$ cat src/rtl/riscv_pkg.sv
// Shared RV32 types for the multiply/divide unit: op encoding (funct3), FSM states, width.
package riscv_pkg;

  localparam int unsigned XLEN = 32;

  typedef enum logic [2:0] {
    OP_MUL    = 3'd0,
    OP_MULH   = 3'd1,
    OP_MULHSU = 3'd2,
    OP_MULHU  = 3'd3,
    OP_DIV    = 3'd4,
    OP_DIVU   = 3'd5,
    OP_REM    = 3'd6,
    OP_REMU   = 3'd7
  } muldiv_op_e;

  typedef enum logic [1:0] {
    IDLE,
    CALC,
    DONE
  } muldiv_state_e;

endpackage

$ cat src/rtl/muldiv_unit.sv
// Iterative RV32M multiply/divide: shift-add multiply and restoring divide on operand
// magnitudes, sharing one 64-bit accumulator, a 6-bit counter and one adder/subtractor.
module muldiv_unit
  import riscv_pkg::*;
#(
  parameter int unsigned XLEN     = riscv_pkg::XLEN,
  parameter bit          FAST_DIV = 1'b1
) (
  input  logic            clk,
  input  logic            reset,
  input  logic            start,
  input  logic [2:0]      op,
  input  logic [XLEN-1:0] rs1_val,
  input  logic [XLEN-1:0] rs2_val,
  input  logic [4:0]      rd_in,
  input  logic            flush,
  output logic            busy,
  output logic            done,
  output logic [XLEN-1:0] result,
  output logic [4:0]      rd_out
);

  localparam logic [XLEN-1:0] INT_MIN = {1'b1, {(XLEN-1){1'b0}}};

  function automatic logic [XLEN-1:0] neg_if(input logic [XLEN-1:0] v, input logic n);
    return n ? (~v + XLEN'(1)) : v;
  endfunction

  function automatic logic [2*XLEN-1:0] neg_if2(input logic [2*XLEN-1:0] v, input logic n);
    return n ? (~v + (2*XLEN)'(1)) : v;
  endfunction

  muldiv_state_e     state_q, state_d;
  logic [5:0]        cnt_q, cnt_d;
  logic [2*XLEN-1:0] acc_q, acc_d;
  muldiv_op_e        op_q, op_d;
  logic [4:0]        rd_q, rd_d;
  logic [XLEN-1:0]   a_mag_q, a_mag_d, b_mag_q, b_mag_d;
  logic              neg_q, neg_d, rneg_q, rneg_d;
  logic              special_q, special_d;
  logic [XLEN-1:0]   spec_res_q, spec_res_d;
  logic [XLEN-1:0]   result_q, result_d;
  logic [4:0]        rdo_q, rdo_d;

  // Operand decode at issue time
  muldiv_op_e      op_in;
  logic            is_div_in, sgn_a, sgn_b, an, bn, ovf_in;
  logic [XLEN-1:0] a_mag_in, b_mag_in;

  assign op_in     = muldiv_op_e'(op);
  assign is_div_in = op[2];
  assign sgn_a     = op_in inside {OP_MUL, OP_MULH, OP_MULHSU, OP_DIV, OP_REM};
  assign sgn_b     = op_in inside {OP_MUL, OP_MULH, OP_DIV, OP_REM};
  assign an        = sgn_a & rs1_val[XLEN-1];
  assign bn        = sgn_b & rs2_val[XLEN-1];
  assign a_mag_in  = neg_if(rs1_val, an);
  assign b_mag_in  = neg_if(rs2_val, bn);
  assign ovf_in    = ~op[0] && (rs1_val == INT_MIN) && (rs2_val == '1);

  // Shared adder: accumulates the multiplicand, or trial-subtracts the divisor
  logic            is_div;
  logic [XLEN:0]   add_x, add_y;
  logic [XLEN+1:0] add_res;
  logic [2*XLEN-1:0] step_acc;

  assign is_div  = op_q[2];
  assign add_x   = is_div ? acc_q[2*XLEN-1:XLEN-1] : {1'b0, acc_q[2*XLEN-1:XLEN]};
  assign add_y   = is_div ? ~{1'b0, b_mag_q} : {1'b0, (acc_q[0] ? a_mag_q : '0)};
  assign add_res = {1'b0, add_x} + {1'b0, add_y} + {{(XLEN+1){1'b0}}, is_div};

  always_comb begin
    if (is_div) begin
      if (add_res[XLEN+1]) step_acc = {add_res[XLEN-1:0], acc_q[XLEN-2:0], 1'b1};
      else                 step_acc = {acc_q[2*XLEN-2:0], 1'b0};
    end else begin
      step_acc = {add_res[XLEN:0], acc_q[XLEN-1:1]};
    end
  end

  logic [2*XLEN-1:0] prod;
  logic [XLEN-1:0]   final_res;

  assign prod = neg_if2(acc_q, neg_q);

  always_comb begin
    final_res = '0;
    case (op_q)
      OP_MUL:                       final_res = prod[XLEN-1:0];
      OP_MULH, OP_MULHSU, OP_MULHU: final_res = prod[2*XLEN-1:XLEN];
      OP_DIV, OP_DIVU:              final_res = neg_if(acc_q[XLEN-1:0], neg_q);
      OP_REM, OP_REMU:              final_res = neg_if(acc_q[2*XLEN-1:XLEN], rneg_q);
      default:                      final_res = '0;
    endcase
    if (special_q) final_res = spec_res_q;
  end

  always_comb begin
    state_d    = state_q;
    cnt_d      = cnt_q;
    acc_d      = acc_q;
    op_d       = op_q;
    rd_d       = rd_q;
    a_mag_d    = a_mag_q;
    b_mag_d    = b_mag_q;
    neg_d      = neg_q;
    rneg_d     = rneg_q;
    special_d  = special_q;
    spec_res_d = spec_res_q;
    result_d   = result_q;
    rdo_d      = rdo_q;
    busy       = 1'b0;
    done       = 1'b0;
    result     = result_q;
    rd_out     = rdo_q;

    case (state_q)
      IDLE: begin
        if (start && !flush) begin
          op_d       = op_in;
          rd_d       = rd_in;
          a_mag_d    = a_mag_in;
          b_mag_d    = b_mag_in;
          neg_d      = an ^ bn;
          rneg_d     = an;
          special_d  = is_div_in && ((rs2_val == '0) || ovf_in);
          if (rs2_val == '0) spec_res_d = op[1] ? rs1_val : '1;
          else               spec_res_d = op[1] ? '0 : INT_MIN;
          acc_d      = {{XLEN{1'b0}}, (is_div_in ? a_mag_in : b_mag_in)};
          cnt_d      = '0;
          state_d    = CALC;
        end
      end
      CALC: begin
        busy = 1'b1;
        // Fast special cases still spend one CALC cycle so done lands at issue+2
        if (FAST_DIV && special_q) begin
          state_d = DONE;
        end else begin
          acc_d = step_acc;
          cnt_d = cnt_q + 6'd1;
          if (cnt_q == 6'd31) state_d = DONE;
        end
      end
      DONE: begin
        done     = 1'b1;
        result   = final_res;
        rd_out   = rd_q;
        result_d = final_res;
        rdo_d    = rd_q;
        state_d  = IDLE;
      end
      default: state_d = IDLE;
    endcase

    if (flush) begin
      state_d  = IDLE;
      done     = 1'b0;
      result   = result_q;
      rd_out   = rdo_q;
      result_d = result_q;
      rdo_d    = rdo_q;
    end
  end

  always_ff @(posedge clk) begin
    if (reset) begin
      state_q    <= IDLE;
      cnt_q      <= '0;
      acc_q      <= '0;
      op_q       <= OP_MUL;
      rd_q       <= '0;
      a_mag_q    <= '0;
      b_mag_q    <= '0;
      neg_q      <= 1'b0;
      rneg_q     <= 1'b0;
      special_q  <= 1'b0;
      spec_res_q <= '0;
      result_q   <= '0;
      rdo_q      <= '0;
    end else begin
      state_q    <= state_d;
      cnt_q      <= cnt_d;
      acc_q      <= acc_d;
      op_q       <= op_d;
      rd_q       <= rd_d;
      a_mag_q    <= a_mag_d;
      b_mag_q    <= b_mag_d;
      neg_q      <= neg_d;
      rneg_q     <= rneg_d;
      special_q  <= special_d;
      spec_res_q <= spec_res_d;
      result_q   <= result_d;
      rdo_q      <= rdo_d;
    end
  end

endmodule

$ cat config.mk
export PLATFORM = sky130hd
export DESIGN_NAME = muldiv_unit
export DESIGN_NICKNAME = d
export VERILOG_FILES = /design/src/rtl/riscv_pkg.sv /design/src/rtl/muldiv_unit.sv
export SDC_FILE = /design/constraint.sdc
export NUM_CORES = 1
export LEC_CHECK = 0
export ABC_AREA = 0
export BUFFER_PORTS_ARGS = -buffer_cell sky130_fd_sc_hd__buf_2
export CORE_UTILIZATION = 62
export DETAILED_ROUTE_END_ITERATION = 10
export GPL_TIMING_DRIVEN = 0
export PLACE_DENSITY = 0.8
export REMOVE_ABC_BUFFERS = 1
export SLEW_MARGIN = 25
export SYNTH_ARGS = -nofsm -noshare
export SYNTH_HDL_FRONTEND = slang
export SYNTH_SLANG_ARGS = --single-unit
$ cat constraint.sdc
create_clock -name clk -period 5 [get_ports clk]
set_input_delay 0 -clock clk [delete_from_list [all_inputs] [get_ports clk]]
set_output_delay 0 -clock clk [all_outputs]
set_load 0.01 [all_outputs]
Yosys cells after proc, flatten, opt, wreduce, memory -nomap -nowiden
Cells that the tools add are included.

Flip-flop bits (word level): 216. Latch bits: 0. Bits in writable memories: 0. Memory bits (read-only): 0. Input port bits: 76. Output and inout bits: 39. Logic and storage cells: 103. Memories: 0.

Add/sub/neg operators: 8. Multiply operators: 0. Divide/modulo/power cells: 0. $lt $le $gt $ge: 0. Equality and inequality tests: 19. Shift operators: 0. Multiplexer cells: 33. Bitwise gates (word level): 10. Reduce and logical (&&, ||, !) cells: 20.

Operator list (count): two-way mux 32 bit (12); two-way mux 64 bit (5); adder 32 x 1 -> 32 bit, second input constant (4); inverter 32 bit (4); case mux 32 bit (4 select lines) (1); case mux 64 bit (2 select lines) (1); two-way mux 33 bit (2); adder 64 x 1 -> 64 bit, second input constant (1); == test 32 bit, second input constant (2); inverter 64 bit (1); adder 33 x 33 -> 34 bit (1); adder 34 x 1 -> 34 bit (1); inverter 32 -> 33 bit (1); zero test 32 bit (1); == test 3 bit, second input constant (6); two-way mux 6 bit (2); case mux 6 bit (2 select lines) (1); two-way mux 5 bit (2); == test 3 x 2 -> 1 bit, second input constant (3); adder 6 x 1 -> 6 bit, second input constant (1); == test 3 x 1 -> 1 bit, second input constant (2); == test 6 x 5 -> 1 bit, second input constant (1); zero test 3 bit (2); two-way mux 2 bit (3); other kinds (20) (30).

Logic depth before layout (Yosys ltp)
Gate-level depths: netlist of the first run.

Word-level depth: 8. Depth in mapped cells: 19. Depth with buffers taken out: 14.

Least setup slack after synthesis of the first run
OpenSTA, ideal clock, no wires.

Path kind: reg-to-reg. Start: register op_q[2]. End: register acc_q[59]. Library setup time: 0.087 ns. Arrival time: 4.348 ns. Required time: 4.913 ns. Setup slack: 0.565 ns. Stages on the path, launching flop included: 17. Path buffers: 7. Period minus slack after synthesis: 4.435 ns. Cell sequence: dfxtp_1 -> clkbuf_1 -> buf_1 -> clkbuf_1 -> clkbuf_1 -> mux2_2 -> ha_1 -> clkbuf_1 -> nand2_1 -> nor4b_1 -> nand4_1 -> a211o_1 -> nand3_1 -> clkbuf_1 -> clkbuf_1 -> nor2_1 -> o31ai_1.

Word-level cells in the longest chain between the ends: 7. Elaborated cells on any way between the ends: 8. Classes of those cells: add/sub: 2; mux: 6.

Ends and longest elaborated chain: from (decl) (line muldiv_unit.sv:36) `muldiv_op_e op_q, op_d;`; from (signal assigned) (line muldiv_unit.sv:184) `op_q <= op_d;`; two-way mux 33 bit, on equally long branches (line muldiv_unit.sv:67, muldiv_unit.sv:68); adder 33 x 33 -> 34 bit (line muldiv_unit.sv:69) `assign add_res = {1'b0, add_x} + {1'b0, add_y} + {{(XLEN+1){1'b0}}, is_div};`; adder 34 x 1 -> 34 bit (line muldiv_unit.sv:69); two-way mux 64 bit (line muldiv_unit.sv:73) `if (add_res[XLEN+1]) step_acc = {add_res[XLEN-1:0], acc_q[XLEN-2:0], 1'b1};`; two-way mux 64 bit * (line muldiv_unit.sv:72) `if (is_div) begin`; two-way mux 64 bit * (line muldiv_unit.sv:136) `if (FAST_DIV && special_q) begin`; case mux 64 bit (2 select lines) * (line muldiv_unit.sv:116) `case (state_q)`; to (signal assigned) (line muldiv_unit.sv:169) `acc_q <= '0;`; to (signal assigned) (line muldiv_unit.sv:183) `acc_q <= acc_d;`; to (decl) (line muldiv_unit.sv:35) `logic [2*XLEN-1:0] acc_q, acc_d;`.

Mark *: on every way between the ends. The rest lies on a longest branch, timed or not. The select of a mux whose other input is x is not followed. A chain may end at the register's enable or synchronous reset.

Worst setup path after layout of the first run
Start: register op_q[2]. End: register acc_q[56].

The elaborated chain is that of the path after synthesis.

==> results of run 1 <==
==> path summary, 6_finish.rpt <==
check	depth (start not counted)	slack [ns]	from	to
max	10	0.16	op_q[2]	acc_q[56]
min	3	0.03	rs2_val[15]	b_mag_q[15]
max reg2reg	10	0.16	op_q[2]	acc_q[56]
min reg2reg	2	0.45	spec_res_q[25]	spec_res_q[25]
==> metrics by stage <==
stage               std cells  setup WS [ns]
floorplan                1968          -9.57
global placement         2412         -18.46
detailed placement       2438          0.265
CTS                      2563          0.248
global route             2564         0.0379
finish                   2565          0.164
==> where the power goes <==
group	switching (uW)	internal [uW]
clock	783	1150
combinational	679	380
sequential	112	1790
==> per-layer routing <==
layer  vias up  share of wire [%]
met1      8313                 39
met4         2                6.6
met3       266                 10
met2      1189                 44
li1       7989                  -
met5         -              0.019
==> flip-flops by register name, summed over array words and instances, names as in the netlist <==
signal and count:
rd_q 5, acc_q 64, rneg_q 1, a_mag_q 32, b_mag_q 32, op_q 3
special_q 1, neg_q 1, result_q 32, rdo_q 5, state_q 2, spec_res_q 32
cnt_q 6
==> cell usage in the layout (no fill, tap or decap), types with 48 or more instances in the layout <==
cell	Yosys	routed
sky130_fd_sc_hd__dfxtp_1	216	211
sky130_fd_sc_hd__nand2_1	197	196
sky130_fd_sc_hd__nor2_1	223	217
sky130_fd_sc_hd__nor3_1	79	78
sky130_fd_sc_hd__o21ai_0	196	195
sky130_fd_sc_hd__buf_2	4	125
sky130_fd_sc_hd__dlygate4sd3_1	0	83
sky130_fd_sc_hd__a21oi_1	144	144
sky130_fd_sc_hd__xor2_1	83	83
sky130_fd_sc_hd__nand3_1	62	60
sky130_fd_sc_hd__mux2i_1	48	48
sky130_fd_sc_hd__a211oi_1	74	74
sky130_fd_sc_hd__xnor2_1	72	72
==> timing repair <==
item                                   in CTS  in global routing
setup endpoints to repair                   0                  2
endpoints found under the hold margin     124                  0
hold buffers                               83                  0
gates resized for setup                     0                  1
buffers inserted                            0                  0
==> worst max-delay path, delay by kind of cell (launching register included) <==
family / cells / cell delay, ns
simple gates: 2 / 0.74
compound gates: 6 / 2.36
flops: 1 / 0.66
buf+inv: 1 / 0.39
fa+ha+maj: 1 / 0.47
==> logic make-up after synthesis <==
kind of cell	share of synthesized area, %
AOI/OAI and AO/OA	27.5
xor gates and xnor gates	8.54
muxes	5.15
adders and majority gates	3.24
buffers and inverters	5.37
DFF	27.2
and+or+nand+nor	23.0
==> final cells by class <==
cell class	count	area (um2)
clock buffers	33	706
diodes	2	5.00
clock inverters	9	151
fillers	1982	6920
inverters	39	150
well taps	330	413
multi-input cells	1713	10800
flip-flops and latches	216	4330
repair buffers	223	1710
==> results.md, run 1 <==
| Step | Item | This run |
| --- | --- | --- |
| timing | Final critical path time including I/O delays and setup | 4.84 ns |
| global routing | Global-route usage over all layers | 45.8% |
| pwr | Cell area power density | 268 nW/um2 |
| timing | Post-route setup TNS | 0 ns |
| logic synthesis | Cell types with the largest area share after synthesis | sky130_fd_sc_hd__dfxtp_1, sky130_fd_sc_hd__o21ai_0, sky130_fd_sc_hd__nor2_1 |
| timing | Portion of the clock cycle consumed by the worst path in the final layout | 96.7% |
| logic synthesis | Cell area after technology mapping | 15900 um2 |
| timing | Max frequency | 207 MHz |
| status | Run status | finished clean |
| critical path | WS Path Type | register to register |
| logic synthesis | Share of the synthesized area in the top cell type | 27.2% |
| hold path | Path category of the worst min-delay check | input port to register |
| logic synthesis | Most frequent cell after synthesis | sky130_fd_sc_hd__nor2_1 |
| floorplanning | Horizontal die dimension | 162 um |
| place | HPWL Detailed | 42.1 mm |
| pwr | Worst vdd ir | 307 uV |
| timing | Maximum clock skew at final layout | 0.0287 ns |
| routing | Detailed Route WL | 61.6 mm |
| timing | Number of endpoints with negative hold slack in the final report | 0 |
| floorplanning | Num rows | 58 |
| logic synthesis | Seq/Total Area, Yosys | 27.2% |
| timing | Relative slew slack | 26.8% |
| critical path | CP endpoint kind | register |
| global routing | Met1 global-route usage | 59.5% |
| critical path | Largest fanout on the critical path | 77 |
| logic synthesis | Synthesized flop and latch total | 216 |
| final layout | Ratio of cells with drive above 1 in the final layout | 11.5% |
| timing | Fin Hold WS | 0.0323 ns |
| clock network | Clock tree from TritonCTS | yes |
| floorplanning | Top-level port count | 115 |
| global routing | Maximum number of pins on one net before global-route repair | 98 |
| global routing | Global route overflow | 0 |
| critical path | Chain of cells forming the critical path | inv_4 -> o21ai_0 -> ha_1 -> a21oi_1 -> o21bai_1 -> a221o_1 -> nand2b_1 -> nand3_2 -> o22a_1 -> a32o_1 |
| critical path | Arrival @ worst endpoint | 5.27 ns |
| floorplanning | Initial Utilization | 63.1% |
| clock network | Number of H-tree levels | 1 |
| place | Area post-placement | 16600 um2 |
| global routing | Met2 global-route usage | 71.6% |
| routing | Post-route antenna net violation count | 0 |
| critical path | Critical-path top delay cell | sky130_fd_sc_hd__o21ai_0 |
| final layout | Post-layout util | 72.5% |
| global routing | Met3 Resource Use GR | 7.74% |
| critical path | Required time reported for the critical path endpoint | 5.43 ns |
| logic synthesis | Dominant register cell in the synthesized netlist | sky130_fd_sc_hd__dfxtp_1 |
| logic synthesis | Top cells by instance count after synthesis | sky130_fd_sc_hd__nor2_1, sky130_fd_sc_hd__dfxtp_1, sky130_fd_sc_hd__nand2_1, sky130_fd_sc_hd__o21ai_0, sky130_fd_sc_hd__clkbuf_1 |
| final layout | Layout-stage area growth over the synthesis result | 14.9% |
| logic synthesis | Post-synthesis cell type with the largest combined area | sky130_fd_sc_hd__dfxtp_1 |
| global routing | GRT Max-Usage Layer | met2 |
| global routing | Global-route wire length before repair | 93.0 mm |
| logic synthesis | Synth cell types | 75 |
| global routing | Number of antenna violations at the first check in global routing | 2 |
| logic synthesis | Number of standard cells after synthesis | 2151 |
| pwr | Leak Pwr | 0.00700 uW |
| clock network | Worst skew pair latency | 0.56 ns |
| timing | Setup-failing EPs final | 0 |
| routing | Total via count in the routed design | 17800 |
| routing | Initial DRC count | 2737 |
| clock network | Clk buf depth | 3 |
| critical path | Worst Setup Start Kind | register |
| routing | Routed WL per cell | 24.0 um |
| timing | Transition time at the pin with the least slew margin | 1.09 ns |
| global routing | Vias in the first global route | 16100 |
| floorplanning | Area of the placeable core | 25200 um2 |
| routing | Remaining DRCs | 0 |
| timing | RSZ-0062 raised after global routing | false |
| pwr | Total power draw | 4890 uW |
| logic synthesis | Async S/R FF share, synth | 0% |
| timing | Max-slew violations | 0 |
| critical path | Largest stage delay, worst path | 0.94 ns |
| routing | First drt pass iteration count | 9 |
| final layout | Final-stage net count | 2333 |
| place | Global placer's final weighted congestion | 0.996 |
| clock network | Clock buffers created by TritonCTS | 24 |
| clock network | CTS sink count | 216 |
| logic synthesis | Count of flip-flops with a built-in enable after synthesis | 0 |
| floorplanning | Die area | 26300 um2 |
| clock network | Reg clk slew, reported paths | 0.06 ns |
| floorplanning | Die extent in y | 162 um |
| clock network | Library cell used as clock root buffer | sky130_fd_sc_hd__clkbuf_16 |
| logic synthesis | Per-instance average area after synthesis | 7.39 um2 |
| routing | Post-detailed-route via-to-cell ratio | 6.92 |
| place | Port bufs | 114 |
| job | Number of maximum-capacitance violations | 0 |
| logic synthesis | Number of warnings reported in the yosys synthesis log | 0 |
| final layout | Final instance area | 18300 um2 |
(Power assumes the default switching activity.)
==> inputs of run 2 (changes only) <==
CORE_UTILIZATION = 56   (was 62)
PLACE_DENSITY = 0.78   (was 0.8)
clock period = 4.4 ns   (was 5 ns; I/O delays follow)
==> results.md, run 2 (synthesis gave the netlist of run 1 again) <==
| Step | Item | This run | Change |
| --- | --- | --- | --- |
| hold path | Destination of the worst hold path | b_mag_q[15] | unchanged |
| critical path | Worst Setup Start Kind | register | unchanged |
| place | Pre-CTS WS | -0.391 ns | was 0.265 ns |
| routing | Detailed Route WL | 60.2 mm | was 61.6 mm |
| final layout | Max reg flops | 64 | unchanged |
| routing | Post-detailed-route via-to-cell ratio | 6.70 | was 6.92 |
| pwr | Portion of total power attributed to the clock network | 40.0% | was 39.4% |
| pwr | Leak Pwr | 0.00703 uW | was 0.00700 uW |
| critical path | Critical-path top delay cell | sky130_fd_sc_hd__dfxtp_4 | was sky130_fd_sc_hd__o21ai_0 |
| timing | Final critical path time including I/O delays and setup | 4.31 ns | was 4.84 ns |
| pwr | Worst vdd ir | 345 uV | was 307 uV |
| pwr | Total power draw | 5610 uW | was 4890 uW |
| timing | PnR worst setup slack | 0.0884 ns | was 0.164 ns |
| final layout | Final-stage net count | 2339 | was 2333 |
| global routing | Global-route usage over all layers | 40.3% | was 45.8% |
| final layout | Layout-stage area growth over the synthesis result | 16.2% | was 14.9% |
| floorplanning | Die area | 29100 um2 | was 26300 um2 |
| clock network | Clock buffers created by TritonCTS | 26 | was 24 |
| timing | Transition time at the pin with the least slew margin | 1.04 ns | was 1.09 ns |
| place | Port bufs | 114 | unchanged |
| global routing | Global-route wire length before repair | 90.5 mm | was 93.0 mm |
| place | Cell count after placement | 2487 | was 2438 |
| pwr | Switching component of the power | 1810 uW | was 1570 uW |
| hold path | Path category of the worst min-delay check | input port to register | unchanged |
| final layout | Ratio of cells with drive above 1 in the final layout | 12.1% | was 11.5% |
| clock network | Number of H-tree levels | 1 | unchanged |
| timing | Number of endpoints with negative hold slack in the final report | 0 | unchanged |
| job | Number of maximum-capacitance violations | 0 | unchanged |
| routing | Initial DRC count | 2295 | was 2737 |
| pwr | Internal power contribution | 3790 uW | was 3320 uW |
| critical path | Chain of cells forming the critical path | buf_16 -> inv_16 -> mux2i_2 -> inv_1 -> fa_1 -> nand2b_1 -> a21o_1 -> a21oi_1 -> nand4_1 -> buf_4 -> a211o_1 -> and3_2 -> o22a_1 -> a32o_1 | was inv_4 -> o21ai_0 -> ha_1 -> a21oi_1 -> o21bai_1 -> a221o_1 -> nand2b_1 -> nand3_2 -> o22a_1 -> a32o_1 |
| floorplanning | Initial Utilization | 57.1% | was 63.1% |
| final layout | Antenna diode count | 0 | was 2 |
| critical path | Worst reg-to-reg path cell count | 14 | was 10 |
| critical path | Reg2Reg Setup Slack | 0.09 ns | was 0.16 ns |
| clock network | Clk buf depth | 3 | unchanged |
| critical path | Reg2Reg Capture Point | acc_q[56] | unchanged |
| critical path | Critical register-to-register path startpoint | op_q[2] | unchanged |
| routing | Total via count in the routed design | 17600 | was 17800 |
| final layout | Number of filler cells placed in the layout | 2369 | was 1982 |
| timing | Max-slew violations | 0 | unchanged |
| final layout | Final instance area | 18500 um2 | was 18300 um2 |
| hold path | Number of cells on the worst hold path | 3 | unchanged |
| routing | Routed WL per cell | 23.0 um | was 24.0 um |
| global routing | Number of antenna violations at the first check in global routing | 1 | was 2 |
| timing | Relative slew slack | 30.9% | was 26.8% |
| routing | Remaining DRCs | 0 | unchanged |
| critical path | Largest fanout on the critical path | 77 | unchanged |
| clock network | Clock tree from TritonCTS | yes | unchanged |
| clock network | CTS sink count | 216 | unchanged |
| pwr | Cell area power density | 304 nW/um2 | was 268 nW/um2 |
| critical path | Count of buffering cells on the critical path with inverters included | 4 | was 1 |
| routing | Post-route antenna net violation count | 0 | unchanged |
| final layout | Post-route insts no fill | 2621 | was 2565 |
| clock network | Worst skew pair latency | 0.57 ns | was 0.56 ns |
| pwr | Proportion of total power due to net switching | 32.3% | was 32.2% |
| timing | Max frequency | 232 MHz | was 207 MHz |
| critical path | WS Path Type | register to register | unchanged |
| place | Area post-placement | 16600 um2 | about the same |
| timing | RSZ-0062 raised after global routing | false | unchanged |
| status | Run status | finished clean | unchanged |
| clock network | Library cell used as clock root buffer | sky130_fd_sc_hd__clkbuf_16 | unchanged |
| global routing | Global route overflow | 0 | unchanged |
| pwr | Share of power burned in combinational logic | 21.5% | was 21.6% |
| critical path | Worst path top cell family by delay | compound AO/OA/AOI/OAI gates | unchanged |
| routing | First drt pass iteration count | 6 | was 9 |
| floorplanning | Num rows | 61 | was 58 |
| clock network | Reg clk slew, reported paths | 0.06 ns | about the same |
| global routing | Maximum number of pins on one net before global-route repair | 112 | was 98 |
| floorplanning | Horizontal die dimension | 170 um | was 162 um |
| timing | Portion of the clock cycle consumed by the worst path in the final layout | 98.0% | was 96.7% |
| pwr | Register share of total power | 38.5% | was 38.9% |
| critical path | Largest stage delay, worst path | 0.51 ns | was 0.94 ns |
| timing | Setup-failing EPs final | 0 | unchanged |
| global routing | Vias in the first global route | 15900 | was 16100 |
| critical path | CP endpoint kind | register | unchanged |
| final layout | Most used cells in the layout excluding fill and tap cells | sky130_fd_sc_hd__nor2_1, sky130_fd_sc_hd__dfxtp_1, sky130_fd_sc_hd__nand2_1 | unchanged |
| critical path | Required time reported for the critical path endpoint | 4.85 ns | was 5.43 ns |
| critical path | Arrival @ worst endpoint | 4.76 ns | was 5.27 ns |
| floorplanning | Top-level port count | 115 | unchanged |
| final layout | Largest reg by FF count | acc_q | unchanged |
| floorplanning | Area of the placeable core | 27900 um2 | was 25200 um2 |
| place | HPWL Detailed | 41.8 mm | was 42.1 mm |
| hold path | Worst Hold Launch | rs2_val[15] | unchanged |
| final layout | Leading cell type in the layout, fill and taps excluded | sky130_fd_sc_hd__nor2_1 | unchanged |
| place | Global placer's final weighted congestion | 1.03 | was 0.996 |
| floorplanning | Die extent in y | 170 um | was 162 um |
| timing | Maximum clock skew at final layout | 0.0218 ns | was 0.0287 ns |
-- run 2: metal layers --
layer,global-route usage [%],routed length (um),up-vias
met2,61.3,25900,1063
met3,8.56,6410,249
li1,-,-,8014
met4,25.4,4310,2
met1,52.0,23600,8233
met5,0,13,-
-- run 2: through the flow --
step                      utilization [%]  setup TNS, ns  hold WS [ns]
after global routing                 66.3              0        0.0703
after detailed placement             59.8          -5.64         0.231
after CTS                            65.9              0        0.0308
final                                66.3              0        0.0404
after floorplan                         -       -1254.87        0.0691
after global placement               58.3       -2353.52         0.209
-- run 2: power groups by stage --
stage	clock (uW)	combinational (uW)	sequential [uW]
detailed placement	0	1080	2200
floorplan	0	681	2170
CTS	2240	1140	2150
global placement	0	1040	2220
global route	2320	1280	2170
finish	2240	1200	2160
-- run 2: final cells by class --
cell class	instances	area, um2	share of cell area [%]
clock inverters	10	139	0.752
clock buffers	38	756	4.09
flip-flops and latches	216	4330	23.5
well taps	378	473	2.56
repair buffers	226	1760	9.56
inverters	39	164	0.888
multi-input cells	1714	10800	58.7
-- run 2: worst max-delay path by stage --
stage	slack [ns]	cells after the start	start	end
detailed placement	-0.39	15	op_q[2]	acc_q[57]
CTS	0.02	9	acc_q[2]	result[14]
floorplan	-10.17	3	state_q[1]	spec_res_q[0]
global placement	-18.62	3	state_q[1]	spec_res_q[1]
global route	0.003	16	op_q[2]	acc_q[57]
finish	0.09	14	op_q[2]	acc_q[56]
-- run 2: timing repair --
item / CTS / global route
buffers inserted: 0 / 5
resized for setup: 10 / 9
hold buffers: 79 / 0
setup endpoints to repair: 33 / 36
endpoints found under the hold margin: 123 / 0
gates cloned: 0 / 2
pin swaps: 0 / 3
-- run 2: worst register-to-register path, cell delays in order, from the launching register on --
cell	delay [ns]
sky130_fd_sc_hd__dfxtp_4	0.51
sky130_fd_sc_hd__buf_16	0.31
sky130_fd_sc_hd__inv_16	0.17
sky130_fd_sc_hd__mux2i_2	0.41
sky130_fd_sc_hd__inv_1	0.10
sky130_fd_sc_hd__fa_1	0.40
sky130_fd_sc_hd__nand2b_1	0.20
sky130_fd_sc_hd__a21o_1	0.18
sky130_fd_sc_hd__a21oi_1	0.31
sky130_fd_sc_hd__nand4_1	0.13
sky130_fd_sc_hd__buf_4	0.18
sky130_fd_sc_hd__a211o_1	0.36
sky130_fd_sc_hd__and3_2	0.46
sky130_fd_sc_hd__o22a_1	0.24
sky130_fd_sc_hd__a32o_1	0.24
